<file path="src/rtl/jesd204_versal_gt_pkg.sv">
// Shared constants and small helpers for the JESD204 Versal GT lane adapters.
package jesd204_versal_gt_pkg;

  localparam int LINK_MODE_8B10B  = 1;
  localparam int LINK_MODE_64B66B = 2;

  // Last external-gearbox sequence value; the GT ignores txdata in that slot.
  localparam int SEQ_PAUSE = 32;
  localparam int SEQ_WIDTH = 7;

  // 64B66B sync headers in link-layer bit order.
  localparam logic [1:0] HDR_DATA = 2'b01;
  localparam logic [1:0] HDR_CTRL = 2'b10;

  // The GT gearbox transmits MSB first while the link layer is LSB first.
  function automatic logic [63:0] bit_reverse64(input logic [63:0] value);
    logic [63:0] result;
    result = 64'd0;
    for (int i = 0; i < 64; i++) begin
      result[63-i] = value[i];
    end
    return result;
  endfunction

  // Sync header uses the same reversed transmission order as the payload.
  function automatic logic [1:0] swap_header(input logic [1:0] hdr);
    return {hdr[0], hdr[1]};
  endfunction

endpackage

</file>
<file path="src/rtl/jesd204_versal_gt_adapter_tx_if.sv">
// Link-layer word handshake between the JESD204 TX core and the GT adapter.
interface jesd204_versal_gt_adapter_tx_if;

  logic [63:0] tx_data;
  logic [1:0]  tx_header;
  logic [3:0]  tx_charisk;
  logic        tx_valid;
  logic        tx_ready;

  // Link layer side: presents words, observes back-pressure.
  modport master (
    output tx_data,
    output tx_header,
    output tx_charisk,
    output tx_valid,
    input  tx_ready
  );

  // Adapter side: consumes words, applies back-pressure.
  modport slave (
    input  tx_data,
    input  tx_header,
    input  tx_charisk,
    input  tx_valid,
    output tx_ready
  );

endinterface

</file>
<file path="src/rtl/jesd204_versal_gt_adapter_tx_seq_counter.sv">
// External gearbox sequence counter: counts 0..PAUSE and wraps, and flags the
// cycle before the pause slot so the word source can be held off.
module jesd204_gt_tx_seq_counter
  import jesd204_versal_gt_pkg::*;
#(
  parameter int PAUSE     = SEQ_PAUSE,
  parameter int CNT_WIDTH = SEQ_WIDTH - 1
) (
  input  logic                 clk,
  input  logic                 reset,
  input  logic                 enable,
  output logic [CNT_WIDTH-1:0] seq_cnt,
  output logic                 pause_next
);

  localparam logic [CNT_WIDTH-1:0] PAUSE_VAL = CNT_WIDTH'(PAUSE);
  localparam logic [CNT_WIDTH-1:0] PRE_PAUSE = CNT_WIDTH'(PAUSE - 1);
  localparam logic [CNT_WIDTH-1:0] CNT_ONE   = CNT_WIDTH'(1);
  localparam logic [CNT_WIDTH-1:0] CNT_ZERO  = {CNT_WIDTH{1'b0}};

  logic [CNT_WIDTH-1:0] seq_cnt_r;

  // Advance while enabled, wrap after the pause slot, restart at 0 when idle.
  always_ff @(posedge clk) begin
    if (reset) begin
      seq_cnt_r <= CNT_ZERO;
    end else if (!enable) begin
      seq_cnt_r <= CNT_ZERO;
    end else if (seq_cnt_r == PAUSE_VAL) begin
      seq_cnt_r <= CNT_ZERO;
    end else begin
      seq_cnt_r <= seq_cnt_r + CNT_ONE;
    end
  end

  // A word accepted now would land in the pause slot, so flag it.
  always_comb begin
    pause_next = 1'b0;
    if (seq_cnt_r == PRE_PAUSE) begin
      pause_next = 1'b1;
    end else begin
      pause_next = 1'b0;
    end
  end

  assign seq_cnt = seq_cnt_r;

endmodule

</file>
<file path="src/rtl/jesd204_versal_gt_adapter_tx.sv">
// TX adapter from the JESD204 link layer onto one Versal GT transmitter lane.
// 64B66B drives the synchronous gearbox in external-sequence mode; 8B10B
// registers data and charisk. Traffic is gated until the GT is out of reset.
module jesd204_versal_gt_adapter_tx
  import jesd204_versal_gt_pkg::*;
#(
  parameter int LINK_MODE = LINK_MODE_64B66B,
  parameter int SEQ_PAUSE = 32
) (
  input  logic                 usr_clk,
  input  logic                 reset,
  input  logic                 tx_gt_ready,
  jesd204_versal_gt_adapter_tx_if.slave link,
  output logic                 tx_underflow,
  output logic [127:0]         txdata,
  output logic [5:0]           txheader,
  output logic [SEQ_WIDTH-1:0] txsequence,
  output logic [15:0]          txctrl0,
  output logic [15:0]          txctrl1,
  output logic [7:0]           txctrl2
);

  localparam int CNT_WIDTH = SEQ_WIDTH - 1;
  localparam bit IS_64B66B = (LINK_MODE == LINK_MODE_64B66B);

  logic                 run_s;
  logic                 count_en_s;
  logic                 pause_next_s;
  logic                 tx_ready_s;
  logic [CNT_WIDTH-1:0] seq_cnt_s;

  logic [127:0]         txdata_r;
  logic [5:0]           txheader_r;
  logic [7:0]           txctrl2_r;
  logic                 underflow_r;

  assign run_s      = ~reset & tx_gt_ready;
  assign count_en_s = run_s & IS_64B66B;

  jesd204_gt_tx_seq_counter #(
    .PAUSE     (SEQ_PAUSE),
    .CNT_WIDTH (CNT_WIDTH)
  ) u_seq_counter (
    .clk        (usr_clk),
    .reset      (reset),
    .enable     (count_en_s),
    .seq_cnt    (seq_cnt_s),
    .pause_next (pause_next_s)
  );

  // Back-pressure: only the slot before the gearbox pause refuses a word.
  always_comb begin
    tx_ready_s = 1'b0;
    if (IS_64B66B) begin
      tx_ready_s = run_s & ~pause_next_s;
    end else begin
      tx_ready_s = run_s;
    end
  end

  // GT output register: map accepted words, fill underflow gaps with an
  // idle data block, and hold across the pause slot.
  always_ff @(posedge usr_clk) begin
    if (reset) begin
      txdata_r    <= 128'd0;
      txheader_r  <= 6'd0;
      txctrl2_r   <= 8'd0;
      underflow_r <= 1'b0;
    end else if (!tx_gt_ready) begin
      txdata_r    <= 128'd0;
      txheader_r  <= 6'd0;
      txctrl2_r   <= 8'd0;
    end else if (tx_ready_s) begin
      if (link.tx_valid) begin
        if (IS_64B66B) begin
          txdata_r   <= {64'd0, bit_reverse64(link.tx_data)};
          txheader_r <= {4'd0, swap_header(link.tx_header)};
          txctrl2_r  <= 8'd0;
        end else begin
          txdata_r   <= {96'd0, link.tx_data[31:0]};
          txheader_r <= 6'd0;
          txctrl2_r  <= {4'd0, link.tx_charisk};
        end
      end else begin
        txdata_r    <= 128'd0;
        txheader_r  <= IS_64B66B ? {4'd0, swap_header(HDR_DATA)} : 6'd0;
        txctrl2_r   <= 8'd0;
        underflow_r <= 1'b1;
      end
    end
  end

  assign link.tx_ready = tx_ready_s;
  assign tx_underflow  = underflow_r;
  assign txdata        = txdata_r;
  assign txheader      = txheader_r;
  assign txsequence    = {1'b0, seq_cnt_s};
  assign txctrl0       = 16'h0000;
  assign txctrl1       = 16'h0000;
  assign txctrl2       = txctrl2_r;

endmodule

</file>
<file path="src/flat_wrapper.sv">
// flat-port wrapper written by rule: the top's interface ports become plain ports
module jesd204_versal_gt_adapter_tx_flat import jesd204_versal_gt_pkg::*;
#(
  parameter int LINK_MODE = LINK_MODE_64B66B,
  parameter int SEQ_PAUSE = 32
)
  (usr_clk, reset, tx_gt_ready, tx_underflow, txdata, txheader, txsequence, txctrl0, txctrl1, txctrl2, link_tx_data, link_tx_header, link_tx_charisk, link_tx_valid, link_tx_ready);
  jesd204_versal_gt_adapter_tx_if link_i ();
  input  logic usr_clk;
  input  logic reset;
  input  logic tx_gt_ready;
  output logic tx_underflow;
  output logic [127:0] txdata;
  output logic [5:0] txheader;
  output logic [SEQ_WIDTH-1:0] txsequence;
  output logic [15:0] txctrl0;
  output logic [15:0] txctrl1;
  output logic [7:0] txctrl2;
  input wire logic [$bits(link_i.tx_data)-1:0] link_tx_data;
  input wire logic [$bits(link_i.tx_header)-1:0] link_tx_header;
  input wire logic [$bits(link_i.tx_charisk)-1:0] link_tx_charisk;
  input wire logic [$bits(link_i.tx_valid)-1:0] link_tx_valid;
  output wire logic [$bits(link_i.tx_ready)-1:0] link_tx_ready;
  assign link_i.tx_data = link_tx_data;
  assign link_i.tx_header = link_tx_header;
  assign link_i.tx_charisk = link_tx_charisk;
  assign link_i.tx_valid = link_tx_valid;
  assign link_tx_ready = link_i.tx_ready;
  jesd204_versal_gt_adapter_tx #(.LINK_MODE(LINK_MODE), .SEQ_PAUSE(SEQ_PAUSE)) u_core (.usr_clk(usr_clk), .reset(reset), .tx_gt_ready(tx_gt_ready), .link(link_i), .tx_underflow(tx_underflow), .txdata(txdata), .txheader(txheader), .txsequence(txsequence), .txctrl0(txctrl0), .txctrl1(txctrl1), .txctrl2(txctrl2));
endmodule
</file>
<file path="config.mk">
export PLATFORM = sky130hd
export DESIGN_NAME = jesd204_versal_gt_adapter_tx_flat
export DESIGN_NICKNAME = d
export VERILOG_FILES = /design/src/rtl/jesd204_versal_gt_pkg.sv /design/src/rtl/jesd204_versal_gt_adapter_tx_if.sv /design/src/rtl/jesd204_versal_gt_adapter_tx_seq_counter.sv /design/src/rtl/jesd204_versal_gt_adapter_tx.sv /design/src/flat_wrapper.sv
export SDC_FILE = /design/constraint.sdc
export NUM_CORES = 1
export LEC_CHECK = 0
export BUFFER_PORTS_ARGS = -buffer_cell sky130_fd_sc_hd__buf_2
export CAP_MARGIN = 0
export CORE_ASPECT_RATIO = 0.5
export CORE_MARGIN = 10
export CORE_UTILIZATION = 42
export DETAILED_ROUTE_END_ITERATION = 7
export GPL_TIMING_DRIVEN = 0
export PLACE_DENSITY = 0.81
export SLEW_MARGIN = 25
export SYNTH_ARGS = -nofsm -noshare
export SYNTH_HDL_FRONTEND = slang
export SYNTH_SLANG_ARGS = --single-unit
</file>
<file path="constraint.sdc">
create_clock -name usr_clk -period 2 [get_ports usr_clk]
set_clock_uncertainty 0.05 [all_clocks]
set_input_delay 0 -clock usr_clk [delete_from_list [all_inputs] [get_ports usr_clk]]
set_output_delay 0 -clock usr_clk [all_outputs]
set_load 0.01 [all_outputs]
</file>
### Yosys cells after proc, flatten, opt, wreduce, memory -nomap -nowiden

Cells that the tools add are included.

* eq/ne operators: 2
* muxes and demuxes: 3
* reduce and logical (&&, ||, !) cells: 3
* $add $sub $neg: 1
* bitwise operators: 7

Operator list (count)
* 64-bit two-way mux: 1
* 6-bit by 1-bit adder with 6-bit output (second input constant): 1
* 6-bit by 5-bit equality test with 1-bit output (second input constant): 1
* 6-bit equality test (second input constant): 1
* 1-bit NOT: 5
* 3-bit AND reduction: 1
* 3-bit OR reduction: 1
* 1-bit bitwise AND: 2
* 2-bit two-way mux: 1
* 2-bit OR reduction: 1
* 1-bit two-way mux: 1

* register bits after elaboration: 141
* bits of input ports: 74
* logic and storage cells: 20
* output and inout port bits: 183

### Logic depth before layout (Yosys ltp)

Gate-level depths: netlist of run 1.

* depth after elaboration: 5
* mapped depth: 7
* mapped depth without buffers: 5

### Hierarchy

A second synthesis of run 1 with hierarchy kept.

* cells, all modules: 439
* area, all modules: 3681.0 um^2

Modules (own cells, without submodules)
* jesd204_versal_gt_adapter_tx: cells an instance 410, area each 3413.3 um^2, times used 1
* jesd204_gt_tx_seq_counter: cells an instance 29, area each 267.8 um^2, times used 1

### Least setup slack after synthesis of run 1

OpenSTA, ideal clock, no wires.

* kind: reg2reg
* from: reg u_core.u_seq_counter.seq_cnt_r[0], in the netlist u_core.u_seq_counter.seq_cnt[0]
* to: reg u_core.underflow_r, in the netlist u_core.tx_underflow
* path buffers: 3
* data required time: 1.830 ns
* arrival: 1.367 ns
* period minus slack after synthesis: 1.537 ns
* setup time: 0.120 ns
* cell stages (with the launch flop): 8
* setup slack: 0.463 ns
* cells stage by stage: dfxtp_1 -> ha_1 -> and3_1 -> buf_6 -> and2_4 -> buf_8 -> buf_12 -> o22ai_2

* cells in the longest elaborated chain, start to end: 5

RTL lines
* from (decl): RTL line jesd204_versal_gt_adapter_tx_seq_counter.sv:21 `logic [CNT_WIDTH-1:0] seq_cnt_r;`
* from (signal assigned): RTL line jesd204_versal_gt_adapter_tx_seq_counter.sv:32 `seq_cnt_r <= seq_cnt_r + CNT_ONE;`
* 6-bit by 5-bit equality test with 1-bit output: RTL line jesd204_versal_gt_adapter_tx_seq_counter.sv:39 `if (seq_cnt_r == PRE_PAUSE) begin`
* 1-bit two-way mux: RTL line jesd204_versal_gt_adapter_tx_seq_counter.sv:39
* 1-bit NOT: RTL line jesd204_versal_gt_adapter_tx.sv:55 `tx_ready_s = run_s & ~pause_next_s;`
* 1-bit bitwise AND: RTL line jesd204_versal_gt_adapter_tx.sv:55
* 3-bit AND reduction (no line)
* to (signal assigned): RTL line jesd204_versal_gt_adapter_tx.sv:68 `underflow_r <= 1'b0;`
* to (signal assigned): RTL line jesd204_versal_gt_adapter_tx.sv:88 `underflow_r <= 1'b1;`
* to (decl): RTL line jesd204_versal_gt_adapter_tx.sv:35 `logic underflow_r;`

No other way between the ends.
A chain may end at the register's enable or synchronous reset.

### Worst setup path after layout of run 1

* from: in tx_gt_ready
* to: reg u_core.txdata_r[55], in the netlist u_core.txdata[55]

* cells in the longest elaborated chain, start to end: 2
* elaborated cells on any way between the ends: 4
* those cells by class: bitwise (3); reduce/logical (1)

RTL lines
* from (decl): RTL line flat_wrapper.sv:11 `input logic tx_gt_ready;`
* 1-bit bitwise AND or 1-bit NOT (tied branches)
* 1-bit bitwise AND or 2-bit OR reduction (tied branches)
* to (signal assigned): RTL line jesd204_versal_gt_adapter_tx.sv:76 `txdata_r <= {64'd0, bit_reverse64(link.tx_data)};`
* to (signal assigned): RTL line jesd204_versal_gt_adapter_tx.sv:80 `txdata_r <= {96'd0, link.tx_data[31:0]};`
* to (decl): RTL line jesd204_versal_gt_adapter_tx.sv:32 `logic [127:0] txdata_r;`

Parallel ways exist; a longest one is shown, timed or not.

==> results.yml, run 1 <==
outcome:
  status: "finished, final reports clean"
drt:
  vias: 4468
  remaining_drc_errors: 0
  wl_mm: 15.8
  routed_via_density: 4.89
  route.met3.wl_mm: 1.92
  drt_iter0_markers: 376
  drtPass1Iterations: 5
  top_layer_used: "met4"
  wl_met2_mm: 7.76
  wl_met1_mm: 5.39
  ant_nets: 0
  drt-wirelength-per-cell_um: 17.3
sta:
  worst_slack_ps: 18.9
  setup-tns-final_ps: 0
  slew_headroom: 0.463
  whs_ps: 60.8
  worst_pin_slew_ps: 795
  fin_crit_sh: 0.991
  finalHoldViolCount: 0
  setup_viol: 0
  maxSlewViolCount: 0
  min_period_ps: 1980
  fmax_mhz: 505
synthesis:
  ys_warn_count: 0
  synth.largest_area_cell: "dfxtp_1"
  synth_area_leaders: "dfxtp_1 (38%), buf_4 (22%), nand4_1 (11%), nand3_1 (8.6%), o21ai_0 (6.4%)"
  ys_types: 28
  synth_cells: 457
  syn_area_um2: 3890
  avgSynthCellArea_um2: 8.51
  ys_ff_latch: 73
  yosysSeqAreaShare: 0.376
  synth_top_area_frac: 0.376
cells_and_area:
  num-fill-cells: 639
  multi_input_area_um2: 1720
  layout.nets: 867
  syn_to_final_growth_pct: 59.6
  drive_above_1_share: 0.406
  layout_commonest_cell: "buf_2"
  fin_util: 0.701
  layout_common_cells: "buf_2 (163), buf_4 (112), conb_1 (109), dlygate4sd3_1 (73), dfxtp_1 (71)"
  regArea_um2: 1470
clock_network:
  cts_buffers: 9
  root_buffer: "clkbuf_16"
  cts.sinks: 73
  clk_pin_slew_ps: 60
  cts_tree: "done"
  cts_buffer_depth: 2
  h-tree-depth: 3
  clk_latency_ps: 330
place:
  hpwl_mm: 10.3
  dp_slack_ps: 395
  port_buffers: 142
  gp_congestion: 0.827
critical_path:
  cp.arrival_ps: 2190
  critical_path_class: "input port to flip-flop"
  worst_path_dominant_cell_family: "buffers and inverters"
  cp_slowest_cell: "dlygate4sd3_1"
  worstPathMaxFanout: 10
  cp-start-kind: "input port"
  cpMostUsedCell: "dlygate4sd3_1"
  crit_buf_inv: 5
  cp_slowest_stage_delay_ps: 620
  crit_path_cell_trace: "dlygate4sd3_1 -> buf_2 -> nor2b_1 -> clkbuf_4 -> buf_4 -> nand3_1 -> dlygate4sd3_1 -> o21ai_1"
  worstPathRequired_ps: 2210
  worstRegToRegCells: 6
  cp.depth: 8
  endpoint_kind: "flip-flop"
min_path:
  whs_path_depth: 3
  hold_path_class: "input port to flip-flop"
global_routing:
  antenna_found_initial: 1
  grt_pass1_wl_mm: 24.0
  track_usage: 0.217
  grt_overflow: 0
  grt_max_degree: 13
  first_global_vias: 4595
pwr:
  p_per_area_nw_per_um2: 627
  ir_drop_uv: 455
  p_leak_nw: 3.15
die:
  dieArea_um2: 13700
  core_um2: 8860
  die_w_um: 156
  io_pins: 257
  rows: 24
  die_h_um: 88.1
  start_util: 0.439
run:
  max_cap_viol_count: 0
## cell type report
type / count / area share
plain buffers: 153 / 0.177
multi-input cells: 334 / 0.278
well taps: 117 / 0.0236
clock buffers: 10 / 0.0369
clock inverters: 5 / 0.0131
diodes: 1 / 0.000403
flip-flops and latches: 73 / 0.237
repair buffers: 215 / 0.232
inverters: 5 / 0.00302
## state kept, by name, summed over array words and instances, names as in the netlist
name,cells
u_core.tx_underflow,1
u_core.u_seq_counter.seq_cnt,6
u_core.txdata,64
u_core.txheader,2
## worst paths after layout
| path | slack (ps) | to | start |
|---|---|---|---|
| worst max-delay path | 20 | u_core.txdata[55] | tx_gt_ready |
| worst min register to register | 420 | u_core.u_seq_counter.seq_cnt[0] | u_core.u_seq_counter.seq_cnt[0] |
| worst min-delay path | 60 | u_core.txdata[10] | link_tx_valid |
| worst max register to register | 310 | u_core.txheader[1] | u_core.u_seq_counter.seq_cnt[0] |
## cells in the mapped netlist, drive strengths merged
cell type  count
inv            5
nor2b          1
ha             2
o22ai          1
conb           1
nand2b         1
xor2           1
or3            1
a21oi          1
nor2           7
nand3         67
nand4         66
nand2          3
xnor2          2
o21ai         68
and3           1
buf          140
clkbuf        13
and2           1
dfxtp         73
o41ai          1
and2b          1
## per-layer routing
layer	track usage	vias up
met3	0.104	79
met4	0.141	0
met1	0.214	2018
met5	0	-
li1	-	2070
met2	0.371	301
## tightest hold or removal path: cells and delay by family
kind | cells | cell delay [ps]
compound gates | 1 | 60
buf+inv | 1 | 210
simple gates | 1 | 120
## stage by stage
| step | power [mW] | std cells | cell area (um^2) |
|---|---|---|---|
| after global placement | 2.06 | 824 | 5150 |
| after global routing | 4.03 | 913 | 6210 |
| after detailed placement | 2.06 | 824 | 5150 |
| after CTS | 3.85 | 912 | 6190 |
| after floorplan | 1.92 | 565 | 4300 |
| final | 3.89 | 913 | 6210 |
## cell families after synthesis
logic type               after synthesis  synth area share
XOR/XNOR                               3           0.00676
buffers and inverters                158             0.286
other                                  1          0.000964
flip-flops                            73             0.376
AND/OR/NAND/NOR                      149             0.213
adder cells (fa/ha/maj)                2           0.00643
AO/OA/AOI/OAI                         71             0.112
## power breakdown
part	switching [mW]	leakage, nW	internal (mW)
Sequential	0.0237	0.596	1.49
Combinational	0.327	2.40	0.345
Clock	0.617	0.149	1.09
Total	0.968	3.15	2.92
## timing repair
item / CTS / global route
hold buffers: 73 / 0
resized for setup: 0 / 7
endpoints found under the hold margin: 69 / 0
buffers inserted: 0 / 0
setup endpoints to repair: 0 / 3
Note: power is estimated with default switching activity, not from simulation.
==> run 2: changes to the inputs <==
--- a/config.mk
+++ b/config.mk
@@ -12,2 +12,3 @@
 export CORE_UTILIZATION = 42
+export CTS_CLUSTER_DIAMETER = 80
 export DETAILED_ROUTE_END_ITERATION = 7
--- a/constraint.sdc
+++ b/constraint.sdc
@@ -4,2 +4,2 @@
 set_output_delay 0 -clock usr_clk [all_outputs]
-set_load 0.01 [all_outputs]
+set_load 0.005 [all_outputs]
==> run 2 against run 1 <==
Count of clock-buffer cells in the layout is the same. Sequential share of layout area down 0.062 points. Global-route usage stayed put. Total power decreased by 1.6%. Largest power group unchanged. Setup slack got worse by 5.7 ps. Flip-flop and latch count unchanged. Register-to-register slack hardly changed. Cell area is essentially flat. First-iteration DRC count up 2.4%. Non-clock buffer count unchanged.
==> results.yml, run 2 (synthesis results as in run 1) <==
drt:
  vias: 4481
  drt-wirelength-per-cell_um: 17.4
  wl_mm: 15.9
  drtPass1Iterations: 7
  routed_via_density: 4.91
  remaining_drc_errors: 0
  drt_iter0_markers: 385
  ant_nets: 0
sta:
  fin_crit_sh: 0.993
  finalHoldViolCount: 0
  setup_viol: 0
  fmax_mhz: 503
  worst_pin_slew_ps: 834
  slew_headroom: 0.437
  whs_ps: 61.8
  min_period_ps: 1990
  maxSlewViolCount: 0
cells_and_area:
  fin_util: 0.700
  layout_common_cells: "buf_2 (163), buf_4 (112), conb_1 (109), dlygate4sd3_1 (73), dfxtp_1 (71)"
  layout_commonest_cell: "buf_2"
  drive_above_1_share: 0.406
  largest_reg_flops: 64
  layout.nets: 867
  syn_to_final_growth_pct: 59.5
clock_network:
  post_cts_buffers: 0
  clk_pin_slew_ps: 60
  cts_tree: "done"
  root_buffer: "clkbuf_16"
  cts_buffer_depth: 2
  cts_buffers: 9
  h-tree-depth: 3
  clk_latency_ps: 330
  cts.sinks: 73
die:
  core_um2: 8860
  dieArea_um2: 13700
  die_h_um: 88.1
  io_pins: 257
  start_util: 0.439
  die_w_um: 156
  rows: 24
global_routing:
  antenna_found_initial: 1
  grt_overflow: 0
  track_usage: 0.217
  grt_max_degree: 13
  grt_pass1_wl_mm: 24.0
  first_global_vias: 4595
critical_path:
  ff2ff_setup_slack_ps: 320
  cp-startpoint: "tx_gt_ready"
  crit-reg2reg-launch: "u_core.u_seq_counter.seq_cnt[0]"
  critical_path_class: "input port to flip-flop"
  cp-start-kind: "input port"
  crit_path_cell_trace: "dlygate4sd3_1 -> buf_2 -> nor2b_1 -> clkbuf_4 -> buf_4 -> nand3_1 -> dlygate4sd3_1 -> o21ai_1"
  endpoint_kind: "flip-flop"
  crit_buf_inv: 5
  cp.depth: 8
  cp-endpoint: "u_core.txdata[55]"
  worstPathRequired_ps: 2210
  cp.arrival_ps: 2200
  worst_path_dominant_cell_family: "buffers and inverters"
  worstRegToRegCells: 6
  cpMostUsedCell: "dlygate4sd3_1"
  cp_slowest_cell: "dlygate4sd3_1"
  worstPathMaxFanout: 10
  cp_slowest_stage_delay_ps: 620
  r2r_end: "u_core.txheader[1]"
pwr:
  p_per_area_nw_per_um2: 617
  p_leak_nw: 3.15
  p_total_mw: 3.83
  ir_drop_uv: 454
place:
  port_buffers: 142
  gp_congestion: 0.827
  hpwl_mm: 10.3
run:
  max_cap_viol_count: 0
min_path:
  hold_path_class: "input port to flip-flop"
outcome:
  status: "finished, final reports clean"
==> run 2: cell counts in the layout (fill, tap and decap cells not counted) <==
No cell type changed its count.
==> run 2: worst min-delay path by stage <==
stage / start / end / slack [ps] / depth (start not counted)
global placement: reset / u_core.tx_underflow / 190 / 2
floorplan: reset / u_core.tx_underflow / 50 / 1
CTS: link_tx_valid / u_core.txdata[13] / 30 / 3
finish: link_tx_valid / u_core.txdata[10] / 60 / 3
global route: link_tx_valid / u_core.txdata[21] / 100 / 3
detailed placement: reset / u_core.tx_underflow / 200 / 2
==> run 2: area by class of cell <==
cell class | count | area (um^2)
Antenna cell | 1 | 2.50
Buffer | 153 | 1100
Clock buffer | 10 | 229
Clock inverter | 5 | 81.3
Fill cell | 641 | 2660
Inverter | 5 | 18.8
Multi-Input combinational cell | 334 | 1720
Sequential cell | 73 | 1460
Tap cell | 117 | 146
Timing Repair Buffer | 215 | 1440
==> run 2: per-stage QoR <==
stage	std cells	area (um^2)	worst slack, ps	TNS (ps)
finish	913	6200	13.2	0
floorplan	565	4300	504	0
CTS	912	6190	48.2	0
global route	913	6200	-7.31	-16.0
detailed placement	824	5150	395	0
global placement	824	5150	416	0
==> run 2: where the power goes <==
part	switching [mW]	leakage [nW]	internal, mW	total (mW)
Clock	0.616	0.149	1.08	1.70
Combinational	0.268	2.40	0.340	0.609
Sequential	0.0235	0.595	1.50	1.52
Total	0.908	3.15	2.92	3.83
==> run 2: worst min-delay path, delay by kind of cell <==
| kind | cells | cell delay [ps] |
|---|---|---|
| simple gates | 1 | 120 |
| compound gates | 1 | 60 |
| buf+inv | 1 | 210 |
==> run 2: timing repair <==
action,CTS,global route
hold buffers,73,0
resized for setup,0,5
endpoints found under the setup margin,0,3
endpoints found under the hold margin,69,0
==> run 2: routing by layer <==
layer / global-route usage / routed length, um / up-vias
li1: - / - / 2068
met1: 0.214 / 5340 / 2021
met2: 0.371 / 7800 / 317
met3: 0.104 / 1990 / 75
met4: 0.141 / 746 / 0
met5: 0 / 0 / -
